### src/rtl/vape_pkg.sv
// Shared definitions for the VAPE METADATA writer: register word offsets,
// CTRL/STATUS bit positions, commit FSM state encoding and the bounds bundle.
package vape_pkg;

  // Word index = byte offset >> 1 within the 16-byte window.
  localparam logic [2:0] OFF_ER_MIN = 3'd0;
  localparam logic [2:0] OFF_ER_MAX = 3'd1;
  localparam logic [2:0] OFF_OR_MIN = 3'd2;
  localparam logic [2:0] OFF_OR_MAX = 3'd3;
  localparam logic [2:0] OFF_CTRL   = 3'd4;
  localparam logic [2:0] OFF_STATUS = 3'd5;

  localparam int CTRL_COMMIT  = 0;
  localparam int CTRL_CLR_ERR = 1;

  localparam int STAT_EXEC      = 0;
  localparam int STAT_ERR       = 1;
  localparam int STAT_BUSY      = 2;
  localparam int STAT_CFG_VALID = 3;
  localparam int STAT_DROP      = 4;

  typedef enum logic [1:0] {
    ST_IDLE  = 2'd0,
    ST_CHECK = 2'd1,
    ST_APPLY = 2'd2
  } meta_state_e;

  typedef struct packed {
    logic [15:0] er_min;
    logic [15:0] er_max;
    logic [15:0] or_min;
    logic [15:0] or_max;
  } meta_bounds_t;

endpackage

### src/rtl/vape_meta_check.sv
// Combinational METADATA sanity check: both ranges well-formed (unsigned) and
// the output region strictly disjoint from the executable region.
module vape_meta_check (
  input  logic [15:0] er_min,
  input  logic [15:0] er_max,
  input  logic [15:0] or_min,
  input  logic [15:0] or_max,
  output logic        ok
);

  logic er_ordered;
  logic or_ordered;
  logic disjoint;

  assign er_ordered = (er_min <= er_max);
  assign or_ordered = (or_min <= or_max);
  // Touching ranges share an address, so strict comparisons are required.
  assign disjoint   = (or_max < er_min) || (or_min > er_max);
  assign ok         = er_ordered && or_ordered && disjoint;

endmodule

### src/rtl/vape_meta_cfg.sv
// VAPE METADATA register block on the openMSP430 peripheral bus: stage shadow
// bounds, validate, commit. Optional macro VAPE_META_LOCK_EN blocks writes while exec=1.
module vape_meta_cfg
  import vape_pkg::*;
#(
  parameter logic [15:0] BASE_ADDR = 16'h0190
) (
  input  logic        clk,
  input  logic        puc_rst,
  input  logic [15:0] per_addr,
  input  logic [15:0] per_din,
  input  logic        per_en,
  input  logic        per_we,
  output logic [15:0] per_dout,
  input  logic        exec,
  output logic [15:0] er_min,
  output logic [15:0] er_max,
  output logic [15:0] or_min,
  output logic [15:0] or_max,
  output logic        meta_upd,
  output logic        cfg_valid,
  output meta_state_e state_dbg
);

  // Bus handshake: an access is a single cycle with per_en high; writes take
  // effect on that rising edge, reads return per_dout combinationally in the
  // same cycle. There is no wait state and no back-pressure.

  meta_state_e  state, state_nxt;
  meta_bounds_t shadow;
  meta_bounds_t committed;
  logic         err;
  logic         drop;
  logic         busy;
  logic         locked;
  logic         ok;
  logic         load_commit;
  logic         set_err;

  logic         hit;
  logic [2:0]   word;
  logic         shadow_wr;
  logic         commit_req;
  logic         clr_req;
  logic         blocked;
  logic         accept_shadow;
  logic         accept_commit;
  logic         drop_evt;
  logic [15:0]  rd_data;
  logic         unused_addr_lsb;

  assign unused_addr_lsb = per_addr[0];

  assign hit        = per_en && (per_addr[15:4] == BASE_ADDR[15:4]);
  assign word       = per_addr[3:1];
  assign shadow_wr  = hit && per_we && (word[2] == 1'b0);
  assign commit_req = hit && per_we && (word == OFF_CTRL) && per_din[CTRL_COMMIT];
  assign clr_req    = hit && per_we && (word == OFF_CTRL) && per_din[CTRL_CLR_ERR];

`ifdef VAPE_META_LOCK_EN
  assign locked = exec;
`else
  assign locked = 1'b0;
`endif

  assign busy          = (state != ST_IDLE);
  assign blocked       = busy || locked;
  assign accept_shadow = shadow_wr && !blocked;
  assign accept_commit = commit_req && !blocked;
  assign drop_evt      = (shadow_wr || commit_req) && blocked;

  vape_meta_check u_check (
    .er_min (shadow.er_min),
    .er_max (shadow.er_max),
    .or_min (shadow.or_min),
    .or_max (shadow.or_max),
    .ok     (ok)
  );

  // Committed bounds load at the end of CHECK so they are visible in the
  // APPLY cycle together with meta_upd (two cycles after the COMMIT write).
  always_comb begin
    state_nxt   = state;
    load_commit = 1'b0;
    set_err     = 1'b0;
    meta_upd    = 1'b0;
    case (state)
      ST_IDLE: begin
        if (accept_commit) state_nxt = ST_CHECK;
      end
      ST_CHECK: begin
        if (ok) begin
          load_commit = 1'b1;
          state_nxt   = ST_APPLY;
        end else begin
          set_err   = 1'b1;
          state_nxt = ST_IDLE;
        end
      end
      ST_APPLY: begin
        meta_upd  = 1'b1;
        state_nxt = ST_IDLE;
      end
      default: state_nxt = ST_IDLE;
    endcase
  end

  always_ff @(posedge clk) begin
    if (puc_rst) begin
      state     <= ST_IDLE;
      shadow    <= '0;
      committed <= '0;
      err       <= 1'b0;
      drop      <= 1'b0;
      cfg_valid <= 1'b0;
    end else begin
      state <= state_nxt;
      if (accept_shadow) begin
        case (word)
          OFF_ER_MIN: shadow.er_min <= per_din;
          OFF_ER_MAX: shadow.er_max <= per_din;
          OFF_OR_MIN: shadow.or_min <= per_din;
          default:    shadow.or_max <= per_din;
        endcase
      end
      if (load_commit) begin
        committed <= shadow;
        cfg_valid <= 1'b1;
      end
      // Clear applies before any new error or drop raised in the same cycle.
      err  <= set_err  || (err  && !clr_req);
      drop <= drop_evt || (drop && !clr_req);
    end
  end

  always_comb begin
    rd_data = 16'h0000;
    case (word)
      OFF_ER_MIN: rd_data = shadow.er_min;
      OFF_ER_MAX: rd_data = shadow.er_max;
      OFF_OR_MIN: rd_data = shadow.or_min;
      OFF_OR_MAX: rd_data = shadow.or_max;
      OFF_STATUS: begin
        rd_data[STAT_EXEC]      = exec;
        rd_data[STAT_ERR]       = err;
        rd_data[STAT_BUSY]      = busy;
        rd_data[STAT_CFG_VALID] = cfg_valid;
        rd_data[STAT_DROP]      = drop;
      end
      default: rd_data = 16'h0000;
    endcase
  end

  assign per_dout  = (hit && !per_we) ? rd_data : 16'h0000;
  assign er_min    = committed.er_min;
  assign er_max    = committed.er_max;
  assign or_min    = committed.or_min;
  assign or_max    = committed.or_max;
  assign state_dbg = state;

endmodule

### config.mk
export PLATFORM = sky130hd
export DESIGN_NAME = vape_meta_cfg
export DESIGN_NICKNAME = d
export VERILOG_FILES = /design/src/rtl/vape_pkg.sv /design/src/rtl/vape_meta_check.sv /design/src/rtl/vape_meta_cfg.sv
export SDC_FILE = /design/constraint.sdc
export NUM_CORES = 1
export LEC_CHECK = 0
export BUFFER_PORTS_ARGS = -buffer_cell sky130_fd_sc_hd__buf_4
export CAP_MARGIN = 20
export CORE_MARGIN = 2
export CORE_UTILIZATION = 40
export CTS_BUF_LIST = sky130_fd_sc_hd__clkbuf_4
export DETAILED_ROUTE_END_ITERATION = 8
export GPL_ROUTABILITY_DRIVEN = 0
export PLACE_DENSITY = 0.62
export SYNTH_ARGS = -nofsm -noshare
export SYNTH_HDL_FRONTEND = slang
export SYNTH_HIERARCHICAL = 1
export SYNTH_SLANG_ARGS = --single-unit
export TNS_END_PERCENT = 50
### constraint.sdc
create_clock -name clk -period 3.82 [get_ports clk]
set_input_delay 0.573 -clock clk [delete_from_list [all_inputs] [get_ports clk]]
set_output_delay 0.573 -clock clk [all_outputs]
set_load 0.01 [all_outputs]
==> out/results.ini, run 1 <==
[outcome]
status = completed

[die]
die_h_um = 138
rows = 49
die-area_um2 = 19100
die_w_um = 138
start_util = 0.404
io_pins = 121
fp.coreArea_um2 = 17800

[synth]
synthFlopType = dfxtp_1
synth_nets = 909
ys_warn_count = 6
avgSynthCellArea_um2 = 8.88
synth-seq-cells = 133
yosysSeqAreaShare = 0.371
synth_edf_count = 0
synthCells = 809
synth_area_um2 = 7190
yosysUniqueCellTypes = 58
async_reset_ff_frac = 0

[grt]
antenna_found_initial = 1
grt_pass1_vias = 5772
grt_overflow_total = 0
grt_max_degree = 99
grt_usage = 0.203
grt_pass1_wl_um = 31000

[drt]
finalWirelength_um = 19500
detail_route.first_pass.iterations = 6
avgRoutedWirePerCell_um = 16.9
drc = 0
vias = 6023
drtIter0Drc = 433
drtAntennaViolNets = 0
via_per_inst = 5.20

[sta]
relSlewSlack = 0.419
tns_ns = 0
slew_viol_final = 0
hold_slack_ns = 0.267
skew_ns = 0.0164
period_needed_ns = 3.21
hold_violations = 0
max_freq_mhz = 311
period_share = 0.841
setup_viol = 0
rsz0062_at_grt = false
tightest_slew_ns = 0.872

[job]
cap_violations = 0

[power]
power_density_nw_per_um2 = 285
ir_drop_v = 0.000238
p_leak_nw = 3.61

[worst_setup_path]
start_kind = flop
path_max_fanout = 38
path_class = flop to flop
ff2ff_setup_slack_ns = 0.61
cp.arrival_ns = 3.69
endpoint_kind = flop
worstPathRequired_ns = 4.30

[clock_tree]
ctsHoldBuffers = 0
clk_path_buf_depth = 2
cts_tree = yes
post_cts_resize_count = 0
htree_levels = 4
clk_pin_slew_ns = 0.12
cts_setup_buffers = 0
cts-root-buf = clkbuf_4
insertion_delay_ns = 0.56
cts_inserted_buffers = 17
cts.sinks = 133

[final_layout]
nets = 1015
area_growth_pct = 19.3
drive_gt1_frac = 0.205

[worst_hold_path]
hold_path.class = input port to flop

[placement]
numPortBuffers = 119
hpwl_um = 14100

[sequential cells by signal (all words and copies together), names as in the netlist]
name,count
er_max,16
or_min,16
err,1
or_max,16
er_min,16
drop,1
state_dbg,2
cfg_valid,1
shadow,64
[cell families after synthesis]
family,Yosys count,share of synthesized area
AND/OR/NAND/NOR,305,0.221
flip-flops,133,0.371
AO/OA/AOI/OAI,129,0.107
buffers and inverters,95,0.0552
multiplexers,84,0.137
adder cells (fa/ha/maj),63,0.110
[stage by stage]
stage | instances | instance area [um^2] | util | power, W | setup slack (ns)
global route | 1158 | 8570 | 0.482 | 0.00253 | 0.253
CTS | 1156 | 8550 | 0.481 | 0.00247 | 0.591
floorplan | 809 | 7190 | - | 0.00148 | 1.11
finish | 1158 | 8570 | 0.482 | 0.00245 | 0.607
detailed placement | 1124 | 8270 | 0.465 | 0.00153 | 0.617
global placement | 1124 | 8270 | 0.465 | 0.00153 | 0.698
[cells in the final DEF, fill, tap and decap left out, types with 6 or more instances in the layout]
cell type	n
nand4_1	13
nand2_1	144
nor2b_1	18
nand2b_1	81
clkbuf_4	20
dfxtp_1	133
mux4_2	11
mux2i_1	68
nor2_1	16
ha_1	63
inv_1	50
nand3_1	8
a21oi_1	85
o21ai_0	6
buf_4	128
[layer usage]
layer	up-vias	wire (um)	track usage
met5	-	0	0
met4	0	411	0.0704
met3	20	913	0.0457
met2	150	9000	0.322
met1	2850	9200	0.274
li1	3003	-	-
[cell type report]
cell class	count	area [um^2]
Multi-Input combinational cell	581	4130
Tap cell	229	287
Clock inverter	12	131
Sequential cell	133	2660
Antenna cell	1	2.50
Fill cell	1773	9210
Inverter	51	191
Timing Repair Buffer	131	1020
Clock buffer	20	150
[path summary, 6_finish.rpt]
path,end,start,cells after the start
min,state_dbg[0]$_SDFFE_PP0P_,per_din[0],3
max reg2reg,er_min[3]$_SDFFE_PP0P_,shadow[36]$_SDFFE_PP0P_,13
max,er_min[3]$_SDFFE_PP0P_,shadow[36]$_SDFFE_PP0P_,13
min reg2reg,er_min[14]$_SDFFE_PP0P_,er_min[14]$_SDFFE_PP0P_,2
[critical path, stage by stage (launching register included)]
cell and delay, ns:
dfxtp_1 0.47, inv_1 0.11, ha_1 0.28, and4_1 0.18, nand2_1 0.13, a211oi_1 0.06, a211oi_1 0.32, o32ai_1 0.17
a211oi_2 0.35, nor3b_2 0.43, buf_12 0.26, buf_4 0.18, nand2_1 0.06, a21oi_1 0.13
[cell usage after synthesis, types with 3 or more instances]
library cell | count | area, um^2
clkbuf_1 | 31 | 116
a211oi_1 | 5 | 37.5
mux4_2 | 11 | 248
o21ai_0 | 6 | 30.0
buf_2 | 4 | 20.0
a2111oi_0 | 3 | 26.3
mux2_2 | 5 | 56.3
o2bb2ai_1 | 4 | 35.0
nand3_1 | 8 | 40.0
nor2b_1 | 18 | 113
a22oi_1 | 4 | 30.0
nand4_1 | 13 | 81.3
or4_1 | 3 | 22.5
nor2_1 | 16 | 60.1
mux2i_1 | 68 | 681
o211ai_1 | 3 | 22.5
a21oi_1 | 85 | 425
nor3_1 | 4 | 20.0
nand2_1 | 144 | 541
buf_1 | 5 | 18.8
ha_1 | 63 | 788
nand2b_1 | 81 | 507
dfxtp_1 | 133 | 2660
inv_1 | 50 | 188
o21ai_1 | 3 | 15.0
[report_power, final]
| part | total (W) | internal, W | switching [W] |
|---|---|---|---|
| Sequential | 0.00139 | 0.00139 | 0.00000000884 |
| Combinational | 0.000112 | 0.0000510 | 0.0000615 |
| Clock | 0.000948 | 0.000409 | 0.000539 |
(Power assumes the default switching activity.)
==> run 2, diff against run 1 <==
ABC_AREA = 1   (was not set)
PLACE_DENSITY = 0.64   (was 0.62)
clock period = 2.8 ns   (was 3.82 ns; I/O delays follow)
==> out/results.ini, run 2 <==
[outcome]
status = complete, but fails checks
violations = design-rule violations

[sta]
relSlewSlack = 0.614  ; +0.195
tightest_slew_ns = 0.578  ; -0.293 ns
period_needed_ns = 2.53  ; -0.683 ns
hold_violations = 0  ; unchanged
rsz0062_at_grt = false
tns_ns = 0  ; unchanged
setup_viol = 0  ; unchanged
period_share = 0.903  ; +0.0625
max_freq_mhz = 395  ; +27%
slew_viol_final = 0  ; unchanged
skew_ns = 0.0157  ; -0.000684 ns

[worst_hold_path]
hold_path_end = cfg_valid$_SDFFE_PP0P_
hold_path.class = input port to flop
hold_depth = 2  ; -1
hp-start = puc_rst

[drt]
via_per_inst = 5.11  ; -1.7%
detail_route.first_pass.iterations = 9  ; +3
drtAntennaViolNets = 0  ; unchanged
avgRoutedWirePerCell_um = 14.9  ; -12%
vias = 7286  ; +21%
drtIter0Drc = 531  ; +23%
drc = 3  ; +3
finalWirelength_um = 21200  ; +8.4%

[clock_tree]
insertion_delay_ns = 0.55  ; about the same
ctsHoldBuffers = 0  ; unchanged
cts_tree = yes
cts_setup_buffers = 0  ; unchanged
clk_pin_slew_ns = 0.11  ; about the same
clk_path_buf_depth = 2  ; unchanged
cts_inserted_buffers = 17  ; unchanged
cts-root-buf = clkbuf_4
post_cts_resize_count = 0  ; unchanged
cts.sinks = 133  ; unchanged
htree_levels = 4  ; unchanged

[power]
p_leak_nw = 3.89  ; +7.9%
power_density_nw_per_um2 = 359  ; +26%
ir_drop_v = 0.000194  ; -19%

[worst_setup_path]
start_kind = flop
endpoint_kind = flop
ff2ff_setup_slack_ns = 0.27  ; -0.34 ns
worstPathRequired_ns = 3.24  ; -1.06 ns
path_max_fanout = 69  ; +82%
cp.arrival_ns = 2.97  ; -0.72 ns
path_class = flop to flop
r2r_cells = 15  ; +2
regToRegEndpoint = or_max[14]$_SDFFE_PP0P_
reg2reg_from = shadow[41]$_SDFFE_PP0P_
cp-startpoint = shadow[41]$_SDFFE_PP0P_

[synth]
yosysUniqueCellTypes = 31  ; -47%
synth_edf_count = 0  ; unchanged
synthCells = 1068  ; +32%
avgSynthCellArea_um2 = 6.94  ; -22%
synth_nets = 1168  ; +28%
synth-seq-cells = 133  ; unchanged
yosysSeqAreaShare = 0.359  ; -0.0115
synth_area_um2 = 7420  ; +3.2%
synthFlopType = dfxtp_1
synth_commonest_cells = nand2_1 (175), inv_1 (164), nor2_1 (156), dfxtp_1 (133), a21oi_1 (95)
synth.most_common_cell = nand2_1
synth_top_area_frac = 0.359  ; -0.0115
synth.area.top_cells = dfxtp_1 (36%), ha_1 (11%), nand2_1 (8.9%)
ys_warn_count = 6  ; unchanged
async_reset_ff_frac = 0  ; unchanged
yosys.area.top_type = dfxtp_1

[grt]
met1_usage = 0.269  ; -0.00491
use_met2 = 0.362  ; +0.0402
antenna_found_initial = 1  ; unchanged
grt_overflow_total = 0  ; unchanged
grt_usage = 0.217  ; +0.0136
busiest_layer = met2
grt_max_degree = 71  ; -28%
met3_usage = 0.0465  ; +0.000774
grt_pass1_wl_um = 33900  ; +9.4%
grt_pass1_vias = 6677  ; +16%

[placement]
hpwl_um = 15600  ; +11%
numPortBuffers = 119  ; unchanged
dpl_cell_area_um2 = 8660  ; +4.7%

[final_layout]
drive_gt1_frac = 0.170  ; -0.0349
fillers = 1916  ; +8.1%
largest_reg_flops = 64  ; unchanged
regArea_um2 = 2660  ; about the same
top_register = shadow
design_area_um2 = 8890  ; +3.7%
area_growth_pct = 19.9
multi_input_area_um2 = 3870  ; -6.2%
most-common-layout-cells = nand2_1 (175), inv_1 (163), nor2_1 (155)
mostFrequentLayoutCell = nand2_1
nets = 1285  ; +27%

[die]
io_pins = 121  ; unchanged
die_h_um = 140  ; +1.5%
die-area_um2 = 19600  ; +3.1%
rows = 49  ; unchanged
fp.coreArea_um2 = 18100  ; +1.7%
die_w_um = 140  ; +1.5%
start_util = 0.410  ; +0.00588

[job]
cap_violations = 0  ; unchanged

-- run 2: cell types whose count changed in the layout (fill, tap and decap cells not counted), moves of 18 or more --
| cell | previous run | this run |
|---|---|---|
| nor2_1 | 16 | 155 |
| nand2_1 | 144 | 175 |
| buf_4 | 128 | 151 |
| mux2i_1 | 68 | 0 |
| o21ai_0 | 6 | 74 |
| nand4_1 | 13 | 73 |
| inv_1 | 50 | 163 |
| nor2b_1 | 18 | 0 |
| nand2b_1 | 81 | 0 |
-- run 2: area by class of cell --
cell class,instances,area share
clock inverters,9,0.00732
flip-flops and latches,133,0.300
well taps,229,0.0322
diodes,1,0.000281
clock buffers,20,0.0169
multi-input cells,709,0.436
inverters,169,0.0714
repair buffers,155,0.137
-- run 2: report_power, final --
part | switching (W) | internal (W) | leakage [nW]
combinational | 0.000132 | 0.0000697 | 2.70
clock | 0.000665 | 0.000435 | 0.120
sequential | 0.0000000170 | 0.00189 | 1.07
total | 0.000797 | 0.00240 | 3.89
-- run 2: worst max path at each step --
stage                         endpoint  cells after the start
5_1_grt        er_min[11]$_SDFFE_PP0P_                     17
3_5_place_dp    or_min[8]$_SDFFE_PP0P_                     14
3_3_place_gp    or_min[9]$_SDFFE_PP0P_                     14
2_1_floorplan  er_min[10]$_SDFFE_PP0P_                     15
4_1_cts        er_min[13]$_SDFFE_PP0P_                     15
6_report       or_max[14]$_SDFFE_PP0P_                     15
-- run 2: cells by family (layout without fill, tap and decap cells) --
| logic type | count (synthesis) | in the layout | share of synthesized area |
|---|---|---|---|
| buf+inv | 226 | 353 | 0.121 |
| simple gates | 442 | 442 | 0.266 |
| flops | 133 | 133 | 0.359 |
| fa+ha+maj | 63 | 63 | 0.106 |
| other cells | 0 | 1 | 0 |
| compound gates | 204 | 204 | 0.148 |
-- run 2: worst max-delay path, cell delays in order (launching register included) --
cell	delay, ns
dfxtp_1	0.41
inv_1	0.09
ha_1	0.29
nand2_1	0.07
inv_1	0.04
o21ai_1	0.12
a21oi_1	0.08
nor2_1	0.14
nand2_1	0.07
nand2_1	0.09
nand2_1	0.07
nor2_2	0.22
nand3_4	0.19
buf_12	0.24
o21ai_0	0.21
a21oi_1	0.06
-- run 2: metal layers --
| metal | routed length, um | vias to the layer above |
|---|---|---|
| met4 | 734 | 0 |
| li1 | - | 3718 |
| met1 | 9350 | 3313 |
| met2 | 10000 | 207 |
| met3 | 1060 | 48 |
| met5 | 0 | - |
-- run 2: per-stage QoR --
| step | hold slack [ns] | std cells | total power (W) | worst slack [ns] | util |
|---|---|---|---|---|---|
| floorplan | 0.435 | 1068 | 0.00204 | 0.669 | - |
| global placement | 0.436 | 1395 | 0.00213 | 0.222 | 0.479 |
| detailed placement | 0.437 | 1395 | 0.00213 | 0.180 | 0.479 |
| CTS | 0.00937 | 1424 | 0.00323 | 0.159 | 0.491 |
| global route | 0.0103 | 1425 | 0.00334 | 0.0326 | 0.492 |
| finish | 0.0552 | 1425 | 0.00319 | 0.270 | 0.492 |
